[src/rtl/dm_arbiter_if.sv]
`default_nettype none
// ============================================================================
// Module   : dm_arbiter_if
// Brief    : Request/response bundle between the two data-memory masters
//            (CPU MEM stage and DMA/debug loader), the arbiter, and the
//            single-port byte-enabled data memory.
// Revision : 1.0 - initial release
// ============================================================================
interface dm_arbiter_if;
  // M0: CPU MEM stage
  logic        m0_req;
  logic        m0_we;
  logic [31:0] m0_addr;
  logic [3:0]  m0_be;
  logic [31:0] m0_wdata;
  logic [31:0] m0_pc4;
  logic        m0_ack;
  logic        m0_stall;
  logic        m0_err;
  // M1: DMA / debug loader
  logic        m1_req;
  logic        m1_we;
  logic [31:0] m1_addr;
  logic [3:0]  m1_be;
  logic [31:0] m1_wdata;
  logic        m1_lock;
  logic        m1_ack;
  logic        m1_err;
  // Shared read data and status
  logic [31:0] rdata;
  logic        err_sticky;
  // Data memory port
  logic        dm_we;
  logic [31:0] dm_a;
  logic [3:0]  dm_be;
  logic [31:0] dm_wd;
  logic [31:0] dm_pc4;
  logic [31:0] dm_rd;

  // Arbiter side: takes requests and memory read data, drives everything else
  modport slave (
    input  m0_req, m0_we, m0_addr, m0_be, m0_wdata, m0_pc4,
    input  m1_req, m1_we, m1_addr, m1_be, m1_wdata, m1_lock,
    input  dm_rd,
    output m0_ack, m0_stall, m0_err,
    output m1_ack, m1_err,
    output rdata, err_sticky,
    output dm_we, dm_a, dm_be, dm_wd, dm_pc4
  );

  // Requester / memory-model side
  modport master (
    output m0_req, m0_we, m0_addr, m0_be, m0_wdata, m0_pc4,
    output m1_req, m1_we, m1_addr, m1_be, m1_wdata, m1_lock,
    output dm_rd,
    input  m0_ack, m0_stall, m0_err,
    input  m1_ack, m1_err,
    input  rdata, err_sticky,
    input  dm_we, dm_a, dm_be, dm_wd, dm_pc4
  );
endinterface
`default_nettype wire

[src/rtl/dm_arbiter.sv]
`default_nettype none
// ============================================================================
// Module   : dm_arbiter
// Brief    : Two-master arbiter for the single-port data memory. M0 (CPU)
//            has priority, M1 (loader) gets a starvation guard and bounded
//            locked bursts. Illegal stores are consumed but never written.
// Revision : 1.0 - initial release
// ============================================================================
module dm_arbiter #(
  parameter int DM_WORDS   = 4096,
  parameter int STARVE_MAX = 4,
  parameter int LOCK_MAX   = 8
) (
  input  logic        clk,
  input  logic        reset,
  dm_arbiter_if.slave bus
);

  localparam int C_WAIT_W = $clog2(STARVE_MAX + 1);
  localparam int C_BEAT_W = $clog2(LOCK_MAX + 1);
  localparam logic [C_WAIT_W-1:0] C_WAIT_MAX   = C_WAIT_W'(STARVE_MAX);
  localparam logic [C_BEAT_W-1:0] C_BEAT_MAX   = C_BEAT_W'(LOCK_MAX);
  localparam logic [C_BEAT_W-1:0] C_BEAT_FIRST = C_BEAT_W'(1);
  // One bit wider than the address so the byte limit never wraps
  localparam logic [32:0]         C_ADDR_LIMIT = 33'(DM_WORDS) << 2;

  typedef enum logic [0:0] {
    ST_IDLE = 1'b0,
    ST_LOCK = 1'b1
  } state_t;

  state_t              r_state;
  state_t              w_state_nxt;
  logic [C_WAIT_W-1:0] r_wait_cnt;
  logic [C_WAIT_W-1:0] w_wait_nxt;
  logic [C_BEAT_W-1:0] r_beat_cnt;
  logic [C_BEAT_W-1:0] w_beat_nxt;
  logic                r_err_sticky;

  logic        w_gnt_m0;
  logic        w_gnt_m1;
  logic        w_gnt_any;
  logic        w_sel_we;
  logic [31:0] w_sel_addr;
  logic [3:0]  w_sel_be;
  logic [31:0] w_sel_wdata;
  logic        w_legal;
  logic        w_reject;

  // Store legality: natural alignment of the lane pattern plus range check.
  // Only the seven lane/offset pairs the MEM stage can produce are accepted.
  function automatic logic store_legal(input logic [31:0] addr, input logic [3:0] be);
    logic lane_ok;
    case ({be, addr[1:0]})
      6'b1111_00, 6'b0011_00, 6'b1100_10,
      6'b0001_00, 6'b0010_01, 6'b0100_10, 6'b1000_11: lane_ok = 1'b1;
      default:                                        lane_ok = 1'b0;
    endcase
    return lane_ok && ({1'b0, addr} < C_ADDR_LIMIT);
  endfunction

  // Grant decision: combinational from requests and registered arbiter state
  always_comb begin
    w_gnt_m0 = 1'b0;
    w_gnt_m1 = 1'b0;
    if (!reset) begin
      case (r_state)
        ST_LOCK: begin
          // Burst owner keeps the port until it hits the beat limit; a forced
          // release with no M0 request leaves a one-cycle bubble.
          if (bus.m1_req && (r_beat_cnt < C_BEAT_MAX)) w_gnt_m1 = 1'b1;
          else if (bus.m0_req)                         w_gnt_m0 = 1'b1;
        end
        default: begin
          if (bus.m1_req && (r_wait_cnt == C_WAIT_MAX)) w_gnt_m1 = 1'b1;
          else if (bus.m0_req)                          w_gnt_m0 = 1'b1;
          else if (bus.m1_req)                          w_gnt_m1 = 1'b1;
        end
      endcase
    end
  end

  assign w_gnt_any   = w_gnt_m0 | w_gnt_m1;
  assign w_sel_we    = w_gnt_m1 ? bus.m1_we    : bus.m0_we;
  assign w_sel_addr  = w_gnt_m1 ? bus.m1_addr  : bus.m0_addr;
  assign w_sel_be    = w_gnt_m1 ? bus.m1_be    : bus.m0_be;
  assign w_sel_wdata = w_gnt_m1 ? bus.m1_wdata : bus.m0_wdata;
  assign w_legal     = store_legal(w_sel_addr, w_sel_be);
  assign w_reject    = w_gnt_any & w_sel_we & ~w_legal;

  // Requester responses; a rejected store still consumes the access
  assign bus.m0_ack     = w_gnt_m0;
  assign bus.m1_ack     = w_gnt_m1;
  assign bus.m0_stall   = bus.m0_req & ~w_gnt_m0;
  assign bus.m0_err     = w_gnt_m0 & w_reject;
  assign bus.m1_err     = w_gnt_m1 & w_reject;
  assign bus.rdata      = bus.dm_rd;
  assign bus.err_sticky = r_err_sticky;

  // Memory port is driven to zero whenever nobody holds the grant
  assign bus.dm_we  = w_gnt_any & w_sel_we & w_legal;
  assign bus.dm_a   = w_gnt_any ? w_sel_addr  : 32'd0;
  assign bus.dm_be  = w_gnt_any ? w_sel_be    : 4'd0;
  assign bus.dm_wd  = w_gnt_any ? w_sel_wdata : 32'd0;
  assign bus.dm_pc4 = w_gnt_m0  ? bus.m0_pc4  : 32'd0;

  // Next-state: lock tracking, burst beat count and M1 starvation counter
  always_comb begin
    w_state_nxt = ST_IDLE;
    w_beat_nxt  = '0;
    w_wait_nxt  = '0;
    if (w_gnt_m1 && bus.m1_lock) begin
      w_state_nxt = ST_LOCK;
      w_beat_nxt  = (r_state == ST_LOCK) ? r_beat_cnt + 1'b1 : C_BEAT_FIRST;
    end
    if (bus.m1_req && !w_gnt_m1) begin
      w_wait_nxt = (r_wait_cnt == C_WAIT_MAX) ? r_wait_cnt : r_wait_cnt + 1'b1;
    end
  end

  // State registers with synchronous reset
  always_ff @(posedge clk) begin
    if (reset) begin
      r_state      <= ST_IDLE;
      r_wait_cnt   <= '0;
      r_beat_cnt   <= '0;
      r_err_sticky <= 1'b0;
    end else begin
      r_state      <= w_state_nxt;
      r_wait_cnt   <= w_wait_nxt;
      r_beat_cnt   <= w_beat_nxt;
      r_err_sticky <= r_err_sticky | w_reject;
    end
  end

endmodule
`default_nettype wire
[src/flat_wrapper.sv]
// flat-port wrapper written by rule: the top's interface ports become plain ports
module dm_arbiter_flat 
#(
  parameter int DM_WORDS   = 4096,
  parameter int STARVE_MAX = 4,
  parameter int LOCK_MAX   = 8
)
  (clk, reset, bus_m0_req, bus_m0_we, bus_m0_addr, bus_m0_be, bus_m0_wdata, bus_m0_pc4, bus_m1_req, bus_m1_we, bus_m1_addr, bus_m1_be, bus_m1_wdata, bus_m1_lock, bus_dm_rd, bus_m0_ack, bus_m0_stall, bus_m0_err, bus_m1_ack, bus_m1_err, bus_rdata, bus_err_sticky, bus_dm_we, bus_dm_a, bus_dm_be, bus_dm_wd, bus_dm_pc4);
  dm_arbiter_if bus_i ();
  input  logic clk;
  input  logic reset;
  input wire logic [$bits(bus_i.m0_req)-1:0] bus_m0_req;
  input wire logic [$bits(bus_i.m0_we)-1:0] bus_m0_we;
  input wire logic [$bits(bus_i.m0_addr)-1:0] bus_m0_addr;
  input wire logic [$bits(bus_i.m0_be)-1:0] bus_m0_be;
  input wire logic [$bits(bus_i.m0_wdata)-1:0] bus_m0_wdata;
  input wire logic [$bits(bus_i.m0_pc4)-1:0] bus_m0_pc4;
  input wire logic [$bits(bus_i.m1_req)-1:0] bus_m1_req;
  input wire logic [$bits(bus_i.m1_we)-1:0] bus_m1_we;
  input wire logic [$bits(bus_i.m1_addr)-1:0] bus_m1_addr;
  input wire logic [$bits(bus_i.m1_be)-1:0] bus_m1_be;
  input wire logic [$bits(bus_i.m1_wdata)-1:0] bus_m1_wdata;
  input wire logic [$bits(bus_i.m1_lock)-1:0] bus_m1_lock;
  input wire logic [$bits(bus_i.dm_rd)-1:0] bus_dm_rd;
  output wire logic [$bits(bus_i.m0_ack)-1:0] bus_m0_ack;
  output wire logic [$bits(bus_i.m0_stall)-1:0] bus_m0_stall;
  output wire logic [$bits(bus_i.m0_err)-1:0] bus_m0_err;
  output wire logic [$bits(bus_i.m1_ack)-1:0] bus_m1_ack;
  output wire logic [$bits(bus_i.m1_err)-1:0] bus_m1_err;
  output wire logic [$bits(bus_i.rdata)-1:0] bus_rdata;
  output wire logic [$bits(bus_i.err_sticky)-1:0] bus_err_sticky;
  output wire logic [$bits(bus_i.dm_we)-1:0] bus_dm_we;
  output wire logic [$bits(bus_i.dm_a)-1:0] bus_dm_a;
  output wire logic [$bits(bus_i.dm_be)-1:0] bus_dm_be;
  output wire logic [$bits(bus_i.dm_wd)-1:0] bus_dm_wd;
  output wire logic [$bits(bus_i.dm_pc4)-1:0] bus_dm_pc4;
  assign bus_i.m0_req = bus_m0_req;
  assign bus_i.m0_we = bus_m0_we;
  assign bus_i.m0_addr = bus_m0_addr;
  assign bus_i.m0_be = bus_m0_be;
  assign bus_i.m0_wdata = bus_m0_wdata;
  assign bus_i.m0_pc4 = bus_m0_pc4;
  assign bus_i.m1_req = bus_m1_req;
  assign bus_i.m1_we = bus_m1_we;
  assign bus_i.m1_addr = bus_m1_addr;
  assign bus_i.m1_be = bus_m1_be;
  assign bus_i.m1_wdata = bus_m1_wdata;
  assign bus_i.m1_lock = bus_m1_lock;
  assign bus_i.dm_rd = bus_dm_rd;
  assign bus_m0_ack = bus_i.m0_ack;
  assign bus_m0_stall = bus_i.m0_stall;
  assign bus_m0_err = bus_i.m0_err;
  assign bus_m1_ack = bus_i.m1_ack;
  assign bus_m1_err = bus_i.m1_err;
  assign bus_rdata = bus_i.rdata;
  assign bus_err_sticky = bus_i.err_sticky;
  assign bus_dm_we = bus_i.dm_we;
  assign bus_dm_a = bus_i.dm_a;
  assign bus_dm_be = bus_i.dm_be;
  assign bus_dm_wd = bus_i.dm_wd;
  assign bus_dm_pc4 = bus_i.dm_pc4;
  dm_arbiter #(.DM_WORDS(DM_WORDS), .STARVE_MAX(STARVE_MAX), .LOCK_MAX(LOCK_MAX)) u_core (.clk(clk), .reset(reset), .bus(bus_i));
endmodule
[config.mk]
export PLATFORM = sky130hd
export DESIGN_NAME = dm_arbiter_flat
export DESIGN_NICKNAME = d
export VERILOG_FILES = /design/src/rtl/dm_arbiter_if.sv /design/src/rtl/dm_arbiter.sv /design/src/flat_wrapper.sv
export SDC_FILE = /design/constraint.sdc
export NUM_CORES = 1
export LEC_CHECK = 0
export ABC_AREA = 1
export CAP_MARGIN = 25
export CORE_AREA = 2 2 135 137
export CTS_BUF_LIST = sky130_fd_sc_hd__clkbuf_4 sky130_fd_sc_hd__clkbuf_8
export DETAILED_ROUTE_END_ITERATION = 12
export DIE_AREA = 0 0 137 139
export PLACE_DENSITY = 0.64
export RECOVER_POWER = 100
export REMOVE_ABC_BUFFERS = 1
export SYNTH_ARGS = -nofsm -noshare
export SYNTH_HDL_FRONTEND = slang
export SYNTH_SLANG_ARGS = --single-unit
[constraint.sdc]
create_clock -name clk -period 2.9 [get_ports clk]
set_clock_uncertainty 0.15 [all_clocks]
set_input_delay 0.58 -clock clk [delete_from_list [all_inputs] [get_ports clk]]
set_output_delay 0.58 -clock clk [all_outputs]
set_load 0.02 [all_outputs]
==> flow_summary_export.csv <==
group,metric,value,unit
cts,tritoncts,"done",
drt,viasPerCell,3.839,
cts,clk_pin_slew,0.04,ns
floorplan,fp-row-count,49,
synth,synth-xor-area-share,1.335,%
drt,dr.pass1.iters,4,
sta,whs,0.2910,ns
cells_and_area,drive_gt1_share,22.04,%
place,placed_area,5733,µm²
synth,synthMuxAreaShare,0.4290,%
synth,yosys_warnings,0,
synth,synth_top_family_by_area,"simple AND/OR/NAND/NOR gates",
global_route,grt_usage,13.48,%
job,drv_cap,0,
sta,layout_setup_ws,-0.007401,ns
synth,syn-cell-area,2625,µm²
cts,numCtsBuffers,3,
synth,synth_cell_types,26,
global_route,grt_use_met2,22.49,%
global_route,use_met1,15.93,%
power_and_ir_drop,p_leak,3.342,nW
sta,setup_viol,2,
cts,clock_latency,0.23,ns
global_route,antenna_found_initial,0,
sta,tightest_slew,0.2752,ns
place,hpwlAfterDp,11.05,mm
global_route,overflow,0,
cells_and_area,fin_area,5916,µm²
sta,rsz0062_at_grt,"true",
run_status,status,"complete, but fails checks",
power_and_ir_drop,max-vdd-ir-drop,91.90,µV
cells_and_area,final_net_count,1055,
sta,finalHoldViolCount,0,
drt,vias,4119,
worst_setup_path,cp_max_fo,9,
synth,ys_ff_latch,9,
cts,cts_sinks,9,
drt,first_iter_violations,135,
synth,syn_area_per_cell,4.713,µm²
floorplan,initial_core_util,14.87,%
global_route,grt_pass1_wl,20.39,mm
drt,wire_per_inst,13.19,µm
sta,fin_setup_tns,-0.01260,ns
cells_and_area,syn_to_final_growth,125.4,%
global_route,grt_busiest_layer,"met2",
cts,clockBufferDepth,2,
synth,synth_compound_area_share,3.241,%
floorplan,dieArea,19040,µm²
worst_setup_path,worstPathArrival,2.18,ns
drt,drc,0,
run_status,violations,"negative setup slack",
floorplan,die_h,139,µm
cts,root_buffer,"clkbuf_8",
floorplan,die_w,137,µm
floorplan,coreArea,17660,µm²
global_route,grt_pass1_vias,3918,
global_route,grt_max_degree,37,
worst_setup_path,critPathKind,"flop to output port",
synth,ys_seq_area_share,6.864,%
drt,finalWirelength,14.16,mm
worst_setup_path,critPathLaunchType,"flop",
hold_path,hold_path_class,"flop to flop",
floorplan,pin_count,346,
cts,htree_num_levels,1,
sta,finalMaxSlewViolations,0,
synth,synthSimpleGateAreaFrac,56.86,%
sta,min_period,2.907,ns
sta,min_period_over_period,100.3,%
sta,fmax,0.3440,GHz
cells_and_area,diodes,0,
cells_and_area,post-route-util,33.50,%
synth,syn_inst,557,
cts,postCtsHoldBufs,0,
synth,synth-adder-area-share,1.430,%
power_and_ir_drop,cellPowerDensity,208.7,nW/µm²
sta,max_slew_margin,81.65,%
global_route,grtUsageMet3,6.323,%
worst_setup_path,cp.required,2.17,ns
worst_setup_path,worst_setup_path_end_kind,"output port",
place,gp_congestion,0.8384,
place,portBuffers,281,
drt,drtAntennaViolNets,0,
timing repair:
action | in CTS | in global routing
gates resized for setup | 272 | 84
cloned | 4 | 3
pin swaps | 12 | 24
hold endpoints to repair | 0 | 0
endpoints found under the setup margin | 106 | 99
buffers inserted | 5 | 7
critical path, stage by stage (launching register included):
cell,delay (ns)
dfxtp_2,0.32
inv_2,0.05
ha_4,0.16
nand3_4,0.06
nand3b_4,0.16
buf_6,0.17
clkbuf_16,0.15
nand3b_1,0.09
nand2_1,0.10
nor2_1,0.14
nand3_1,0.11
nand3_2,0.09
nand2_2,0.07
nand2_4,0.09
nor2_2,0.04
buf_6,0.13
where the power goes:
group / switching (W) / internal [W] / total, W
clock network: 0.0000449 / 0.000105 / 0.000150
logic: 0.000450 / 0.000505 / 0.000954
registers: 0.00000268 / 0.000128 / 0.000131
total: 0.000497 / 0.000738 / 0.00123
synthesized netlist by cell type:
cell type  number  share of area [%]
a21oi_1        11                2.1
a21oi_4         1               0.62
buf_1           3               0.43
buf_2          11                2.1
buf_4          34                9.7
buf_6           3                1.3
clkbuf_1        5               0.72
clkinv_1        1               0.14
dfxtp_1         9                6.9
ha_1            3                1.4
inv_1         106                 15
inv_2           2               0.29
mux2_2          1               0.43
nand2_1       253                 36
nand2_2         6                1.4
nand2_4         2               0.86
nand3_1        13                2.5
nand3_2         3                1.1
nand3b_1       13                3.7
nand3b_4        1               0.76
nor2_1         69                9.9
nor2_4          1               0.43
o21ai_1         1               0.19
o21ai_2         1               0.33
xnor2_1         2               0.67
xor2_1          2               0.67
registers in the layout, indices dropped and copies added (netlist names):
signal                 cells
u_core.r_beat_cnt          4
u_core.r_wait_cnt          3
u_core.r_state             1
u_core.bus.err_sticky      1
area by class of cell:
type | instances | area (µm²)
fill | 1963 | 11740
clock buffer | 4 | 48.80
multi-input combinational | 384 | 1805
tap | 229 | 286.5
sequential | 9 | 182.7
inverter | 109 | 419.2
timing repair buffer | 338 | 3173
cell usage in the layout (no fill, tap or decap), types with 9 or more instances in the layout:
cell	instances
nand2_1	234
a21oi_1	10
nor2_1	63
nand3b_1	13
clkdlybuf4s50_1	205
buf_2	55
nand2_2	21
buf_4	37
clkbuf_2	10
buf_6	9
nand3_1	11
inv_1	103
routing by layer:
layer,wire [µm],vias to the layer above
met2,6315,218
met1,5766,1750
met5,77,-
met4,84,2
li1,-,2139
met3,1913,10
final timing paths:
check / cells after the start / from / slack, ns / endpoint
setup / recovery: 15 / u_core.r_wait_cnt[0] / -0.007 / bus_m1_err
hold / removal: 2 / u_core.bus.err_sticky / 0.29 / u_core.bus.err_sticky
setup reg to reg: 14 / u_core.r_wait_cnt[0] / 0.81 / u_core.bus.err_sticky
hold reg to reg: 2 / u_core.bus.err_sticky / 0.29 / u_core.bus.err_sticky
logic make-up after synthesis:
logic type | count (synthesis)
AO/OA/AOI/OAI | 14
buffers and inverters | 165
AND/OR/NAND/NOR | 361
adder cells (fa/ha/maj) | 3
multiplexers | 1
flip-flops | 9
XOR/XNOR | 4
through the flow:
stage / total power [W] / setup WS [ns] / cells
global route: 0.001329 / -0.1388 / 1073
finish: 0.001235 / -0.007401 / 1073
detailed placement: 0.001059 / -1.018 / 1052
global placement: 0.001056 / -0.9909 / 1052
floorplan: 0.0004965 / -1.089 / 501
CTS: 0.001228 / -0.1298 / 1065
(Power assumes the default switching activity.)
